[config.mk]
export PLATFORM = sky130hd
export DESIGN_NAME = f32_to_i32_seq_flat
export DESIGN_NICKNAME = d
export VERILOG_FILES = /design/src/rtl/f32_to_i32_if.sv /design/src/rtl/f32_to_i32_seq.sv /design/src/flat_wrapper.sv
export SDC_FILE = /design/constraint.sdc
export NUM_CORES = 1
export LEC_CHECK = 0
export BUFFER_PORTS_ARGS = -buffer_cell sky130_fd_sc_hd__buf_2
export CAP_MARGIN = 30
export CORE_MARGIN = 2
export CORE_UTILIZATION = 31
export CTS_CLUSTER_DIAMETER = 150
export DETAILED_ROUTE_END_ITERATION = 16
export PLACE_DENSITY_LB_ADDON = 0.3
export SYNTH_ARGS = -nofsm -noshare
export SYNTH_HDL_FRONTEND = slang
export SYNTH_SLANG_ARGS = --single-unit
[constraint.sdc]
create_clock -name clk -period 4.9 [get_ports clk]
set_input_delay 0.245 -clock clk [delete_from_list [all_inputs] [get_ports clk]]
set_output_delay 0.245 -clock clk [all_outputs]
set_load 0.01 [all_outputs]
[src/rtl/f32_to_i32_if.sv]
// Handshake bundle for the FP32 -> INT32 converter: operand in, result plus flags out.
interface f32_to_i32_seq_if;
  logic        in_valid;
  logic        in_ready;
  logic [31:0] in_data;
  logic        out_valid;
  logic        out_ready;
  logic [31:0] out_data;
  logic [2:0]  out_flags;

  modport master (
    output in_valid, in_data, out_ready,
    input  in_ready, out_valid, out_data, out_flags
  );

  modport slave (
    input  in_valid, in_data, out_ready,
    output in_ready, out_valid, out_data, out_flags
  );
endinterface

[src/rtl/f32_to_i32_seq.sv]
// Iterative FP32 -> signed INT32 converter with a SHIFT_STEP-bit-per-cycle shifter.
// Truncates toward zero by default; `define F32_TO_I32_ROUND_NEAREST_EN for round-to-nearest-even.
module f32_to_i32_seq #(
  parameter int SHIFT_STEP = 1
) (
  input logic          clk,
  input logic          rst,
  f32_to_i32_seq_if.slave bus
);
  localparam logic [1:0] S_IDLE   = 2'd0;
  localparam logic [1:0] S_SHIFT  = 2'd1;
  localparam logic [1:0] S_FINISH = 2'd2;
  localparam logic [1:0] S_DONE   = 2'd3;

  localparam logic [4:0] STEP = 5'(SHIFT_STEP);

`ifdef F32_TO_I32_ROUND_NEAREST_EN
  // |x| in [0.5,1) must reach the rounder, so the fast zero path starts one exponent lower
  localparam logic [7:0] MIN_EXP = 8'd126;
`else
  localparam logic [7:0] MIN_EXP = 8'd127;
`endif

  generate
    if (!(SHIFT_STEP == 1 || SHIFT_STEP == 2 || SHIFT_STEP == 4 || SHIFT_STEP == 8)) begin : g_bad_step
      $error("f32_to_i32_seq: SHIFT_STEP must be 1, 2, 4 or 8");
    end
  endgenerate

  logic [1:0]  state;
  logic [31:0] mag;
  logic [4:0]  cnt;
  logic        dir_left;
  logic        sign;
  logic        inexact;
  logic [31:0] data_q;
  logic [2:0]  flags_q;

  // operand decode
  logic        in_sign;
  logic [7:0]  in_exp;
  logic [22:0] in_mant;
  logic        is_nan, is_int_min, is_big, is_zero, is_tiny, go_left;
  logic [4:0]  left_cnt, right_cnt;

  always_comb begin
    in_sign    = bus.in_data[31];
    in_exp     = bus.in_data[30:23];
    in_mant    = bus.in_data[22:0];
    is_nan     = (in_exp == 8'hFF) && (in_mant != 23'd0);
    is_int_min = (bus.in_data == 32'hCF00_0000);
    is_big     = (in_exp >= 8'd158);
    is_zero    = (in_exp == 8'd0);
    is_tiny    = (in_exp < MIN_EXP);
    go_left    = (in_exp >= 8'd150);
    // 150 = 127 + 23 and 150 mod 32 = 22; the true distance always fits in 5 bits
    left_cnt   = in_exp[4:0] - 5'd22;
    right_cnt  = 5'd22 - in_exp[4:0];
  end

  // one shifter step
  logic [4:0]  step;
  logic [31:0] lost_mask;
  logic        lost_any;

  always_comb begin
    step      = (cnt < STEP) ? cnt : STEP;
    lost_mask = (32'd1 << step) - 32'd1;
    lost_any  = !dir_left && ((mag & lost_mask) != 32'd0);
  end

  logic [31:0] mag_fin;
  logic [31:0] result;

`ifdef F32_TO_I32_ROUND_NEAREST_EN
  logic        rnd, sticky;
  logic [31:0] last_mask;
  logic        last_bit, early_any;

  always_comb begin
    last_mask = 32'd1 << (step - 5'd1);
    last_bit  = (mag & last_mask) != 32'd0;
    early_any = (mag & (last_mask - 32'd1)) != 32'd0;
  end

  always_ff @(posedge clk) begin
    if (rst) begin
      rnd    <= 1'b0;
      sticky <= 1'b0;
    end else if (state == S_IDLE && bus.in_valid) begin
      rnd    <= 1'b0;
      sticky <= 1'b0;
    end else if (state == S_SHIFT && cnt != 5'd0 && !dir_left) begin
      // everything that left before this step's last bit feeds sticky
      sticky <= sticky | rnd | early_any;
      rnd    <= last_bit;
    end
  end

  assign mag_fin = mag + {31'd0, rnd & (sticky | mag[0])};
`else
  assign mag_fin = mag;
`endif

  assign result = sign ? (~mag_fin + 32'd1) : mag_fin;

  always_ff @(posedge clk) begin
    if (rst) begin
      state    <= S_IDLE;
      mag      <= 32'd0;
      cnt      <= 5'd0;
      dir_left <= 1'b0;
      sign     <= 1'b0;
      inexact  <= 1'b0;
      data_q   <= 32'd0;
      flags_q  <= 3'b000;
    end else begin
      case (state)
        S_IDLE: begin
          if (bus.in_valid) begin
            inexact <= 1'b0;
            flags_q <= 3'b000;
            if (is_nan) begin
              data_q  <= 32'd0;
              flags_q <= 3'b100;
              state   <= S_DONE;
            end else if (is_int_min) begin
              data_q <= 32'h8000_0000;
              state  <= S_DONE;
            end else if (is_big) begin
              // covers infinities as well as finite values beyond the int32 range
              data_q  <= in_sign ? 32'h8000_0000 : 32'h7FFF_FFFF;
              flags_q <= 3'b010;
              state   <= S_DONE;
            end else if (is_zero) begin
              data_q  <= 32'd0;
              flags_q <= {2'b00, in_mant != 23'd0};
              state   <= S_DONE;
            end else if (is_tiny) begin
              data_q  <= 32'd0;
              flags_q <= 3'b001;
              state   <= S_DONE;
            end else begin
              mag      <= {8'd0, 1'b1, in_mant};
              dir_left <= go_left;
              cnt      <= go_left ? left_cnt : right_cnt;
              sign     <= in_sign;
              state    <= S_SHIFT;
            end
          end
        end
        S_SHIFT: begin
          if (cnt == 5'd0) begin
            state <= S_FINISH;
          end else begin
            mag     <= dir_left ? (mag << step) : (mag >> step);
            cnt     <= cnt - step;
            inexact <= inexact | lost_any;
          end
        end
        S_FINISH: begin
          data_q  <= result;
          flags_q <= {2'b00, inexact};
          state   <= S_DONE;
        end
        default: begin
          if (bus.out_ready) state <= S_IDLE;
        end
      endcase
    end
  end

  assign bus.in_ready  = (state == S_IDLE);
  assign bus.out_valid = (state == S_DONE);
  assign bus.out_data  = data_q;
  assign bus.out_flags = flags_q;
endmodule
[src/flat_wrapper.sv]
// flat-port wrapper written by rule: the top's interface ports become plain ports
module f32_to_i32_seq_flat 
#(
  parameter int SHIFT_STEP = 1
)
  (clk, rst, bus_in_valid, bus_in_data, bus_out_ready, bus_in_ready, bus_out_valid, bus_out_data, bus_out_flags);
  f32_to_i32_seq_if bus_i ();
  input logic clk;
  input logic rst;
  input wire logic [$bits(bus_i.in_valid)-1:0] bus_in_valid;
  input wire logic [$bits(bus_i.in_data)-1:0] bus_in_data;
  input wire logic [$bits(bus_i.out_ready)-1:0] bus_out_ready;
  output wire logic [$bits(bus_i.in_ready)-1:0] bus_in_ready;
  output wire logic [$bits(bus_i.out_valid)-1:0] bus_out_valid;
  output wire logic [$bits(bus_i.out_data)-1:0] bus_out_data;
  output wire logic [$bits(bus_i.out_flags)-1:0] bus_out_flags;
  assign bus_i.in_valid = bus_in_valid;
  assign bus_i.in_data = bus_in_data;
  assign bus_i.out_ready = bus_out_ready;
  assign bus_in_ready = bus_i.in_ready;
  assign bus_out_valid = bus_i.out_valid;
  assign bus_out_data = bus_i.out_data;
  assign bus_out_flags = bus_i.out_flags;
  f32_to_i32_seq #(.SHIFT_STEP(SHIFT_STEP)) u_core (.clk(clk), .rst(rst), .bus(bus_i));
endmodule
==> results_dict.tcl <==
set metrics [dict create \
    drt-vias-per-instance 5.29 \
    drc 0 \
    io_pins 73 \
    slew_headroom_pct 33.1 \
    critPathMaxFanout 34 \
    cts-root-buf "clkbuf_16" \
    cellPowerDensity_nw_per_um2 552 \
    dpl_cell_area_um2 5400 \
    syn2layout_area_growth_pct 15.4 \
    slowest_stage "a21bo_2" \
    synth-edff-count 0 \
    grt_pass1_wl_mm 22.5 \
    final_cell_mix "dfxtp_1 (76), buf_2 (72), a21oi_1 (71)" \
    maxCapViolCount 0 \
    dr.pass1.iters 5 \
    grt_usage_pct 16.7 \
    clock_path_buffers 2 \
    path_buf_inv 3 \
    syn-num-nets 689 \
    holdBufCountCts 0 \
    finalWirelength_mm 14.0 \
    leakage_uw 0.00204 \
    fp.coreArea_um2 15700 \
    die_h_um 130 \
    skew_ps 6.50 \
    synth-seq-cells 77 \
    whs_ps 214 \
    grt_pass1_vias 4236 \
    clock.fmax_mhz 349 \
    antenna_left 0 \
    cpPeakStageDelay_ps 640 \
    rows 46 \
    numCtsBuffers 9 \
    vias 4723 \
    numPortBuffers 72 \
    end_kind "register" \
    htree_levels 3 \
    max_slew.worst_pin.slew_ps 1000 \
    die_x_um 130 \
    synth_warnings 0 \
    hold_class "in2reg" \
    synth_async_sr_flop_share_pct 0 \
    start_util_pct 31.4 \
    syn_area_per_cell_um2 7.68 \
    r2r_setup_slack_ps 2030 \
    finalSetupTns_ps 0 \
    die-area_um2 16900 \
    cts_tree "done" \
    n_antenna_cell 0 \
    multiInputGateArea_um2 3080 \
    syn_area_um2 4930 \
    final_common_cell "dfxtp_1" \
    layout.nets 718 \
    crit_required_ps 5160 \
    status "finished, final reports clean" \
    total_power_uw 3140 \
    slew_viol_final 0 \
    critical-path-top-delay-family "compound AO/OA/AOI/OAI gates" \
    synth_flop_cell "dfxtp_1" \
    crit_top_cell "inv_1" \
    crit_type "reg2reg" \
    rsz0062_at_grt "false" \
    cp-start-kind "register" \
    cp_cell_sequence "inv_1, ha_1, inv_1, o41ai_1, a41oi_2, buf_4, a21bo_2, a21oi_1, nor3_1" \
    grt_max_degree 78 \
    antenna_found_initial 0 \
    dp_hpwl_mm 9.71 \
    ys_seq_area_share_pct 31.2 \
    place.gp.congestion 0.793 \
    syn_inst 642 \
    drive_above_1_share_pct 17.0 \
    worstPathArrival_ps 3130 \
    post_drt_wl_per_cell_um 15.7 \
    max-vdd-ir-drop_uv 281 \
    final-seq-area_um2 1540 \
    ctsResizeCount 0 \
    design_area_um2 5690 \
    min_period_ps 2870 \
    post_cts_buffers 0 \
    period_share_pct 58.5 \
    synthDistinctLibCells 56 \
    clock_latency_ps 340 \
    hold_violations 0 \
    drt-initial-drc-count 323 \
    n_fill_cell 1697 \
    setup-violations-final 0 \
    cts.clk_slew.worst_paths_ps 60 \
    overflow 0 \
    cts_sinks 77 \
]
cell usage after synthesis (4+ instances only):
master / count / area share (%)
o31ai_1: 5 / 0.76
clkbuf_1: 33 / 2.5
nand4_1: 7 / 0.89
o41ai_1: 12 / 2.1
a21oi_1: 71 / 7.2
o21ai_0: 22 / 2.2
inv_1: 9 / 0.68
or3_1: 11 / 1.4
buf_2: 16 / 1.6
nand3_1: 29 / 2.9
mux2_2: 4 / 0.91
nand2b_1: 5 / 0.63
xnor2_1: 30 / 5.3
nor4_1: 14 / 1.8
ha_1: 11 / 2.8
or4_1: 4 / 0.61
nor3_1: 50 / 5.1
mux2i_1: 30 / 6.1
a211oi_1: 7 / 1.1
dfxtp_1: 77 / 31
buf_4: 6 / 0.91
nand3b_1: 4 / 0.61
o211ai_1: 22 / 3.3
nor2b_1: 8 / 1.0
nand2_1: 59 / 4.5
nor2_1: 52 / 4.0
worst paths after layout:
path,start,endpoint,cells after the start
max,u_core.state[1],u_core.bus.out_data[2],9
min,bus_in_data[15],u_core.mag[15],3
max reg2reg,u_core.state[1],u_core.bus.out_data[2],9
min reg2reg,u_core.bus.out_flags[1],u_core.bus.out_flags[1],2
layout make-up:
type | instances | share of cell area (%)
clock buffers | 10 | 4.02
clock inverters | 6 | 1.12
inverters | 10 | 0.659
multi-input cells | 494 | 54.0
flip-flops and latches | 77 | 27.1
well taps | 216 | 4.75
repair buffers | 79 | 8.31
worst reg2reg max path, delay by kind of cell, from the launching register on:
kind | cells | cell delay, ps
buf+inv | 3 | 540
simple gates | 1 | 180
fa+ha+maj | 1 | 420
compound gates | 4 | 1330
flops | 1 | 330
power by group:
group          total [µW]  internal [µW]  switching (µW)
sequential            991            803             188
combinational        1490            530             957
clock                 665            394             272
per-stage QoR:
step,util (%),cells,worst slack [ps]
detailed placement,34.4,876,2070
global route,36.2,892,1730
global placement,33.8,873,1860
floorplan,-,642,2670
CTS,36.2,892,2050
finish,36.2,892,2030
flip-flops by register name, summed over array words and instances, names as in the netlist:
| register | count |
|---|---|
| u_core.cnt | 5 |
| u_core.bus.out_data | 32 |
| u_core.inexact | 1 |
| u_core.dir_left | 1 |
| u_core.state | 2 |
| u_core.sign | 1 |
| u_core.bus.out_flags | 3 |
| u_core.mag | 32 |
cells by family (layout without fill, tap and decap cells):
group	after synthesis	in the layout	synth area share (%)
adders and majority gates	11	11	2.79
DFF	77	77	31.2
muxes	34	34	7.00
and+or+nand+nor	254	254	25.7
xor gates and xnor gates	31	31	5.50
AOI/OAI and AO/OA	164	164	21.2
buffers and inverters	71	105	6.59
metal layers:
| layer | up-vias | global-route usage, % | share of wire [%] |
|---|---|---|---|
| met3 | 10 | 3.24 | 5.8 |
| met1 | 2187 | 25.7 | 51 |
| li1 | 2390 | - | - |
| met5 | - | 0 | 0 |
| met4 | 0 | 3.29 | 0.75 |
| met2 | 136 | 23.9 | 42 |
Power figures use the tool's default switching activity.
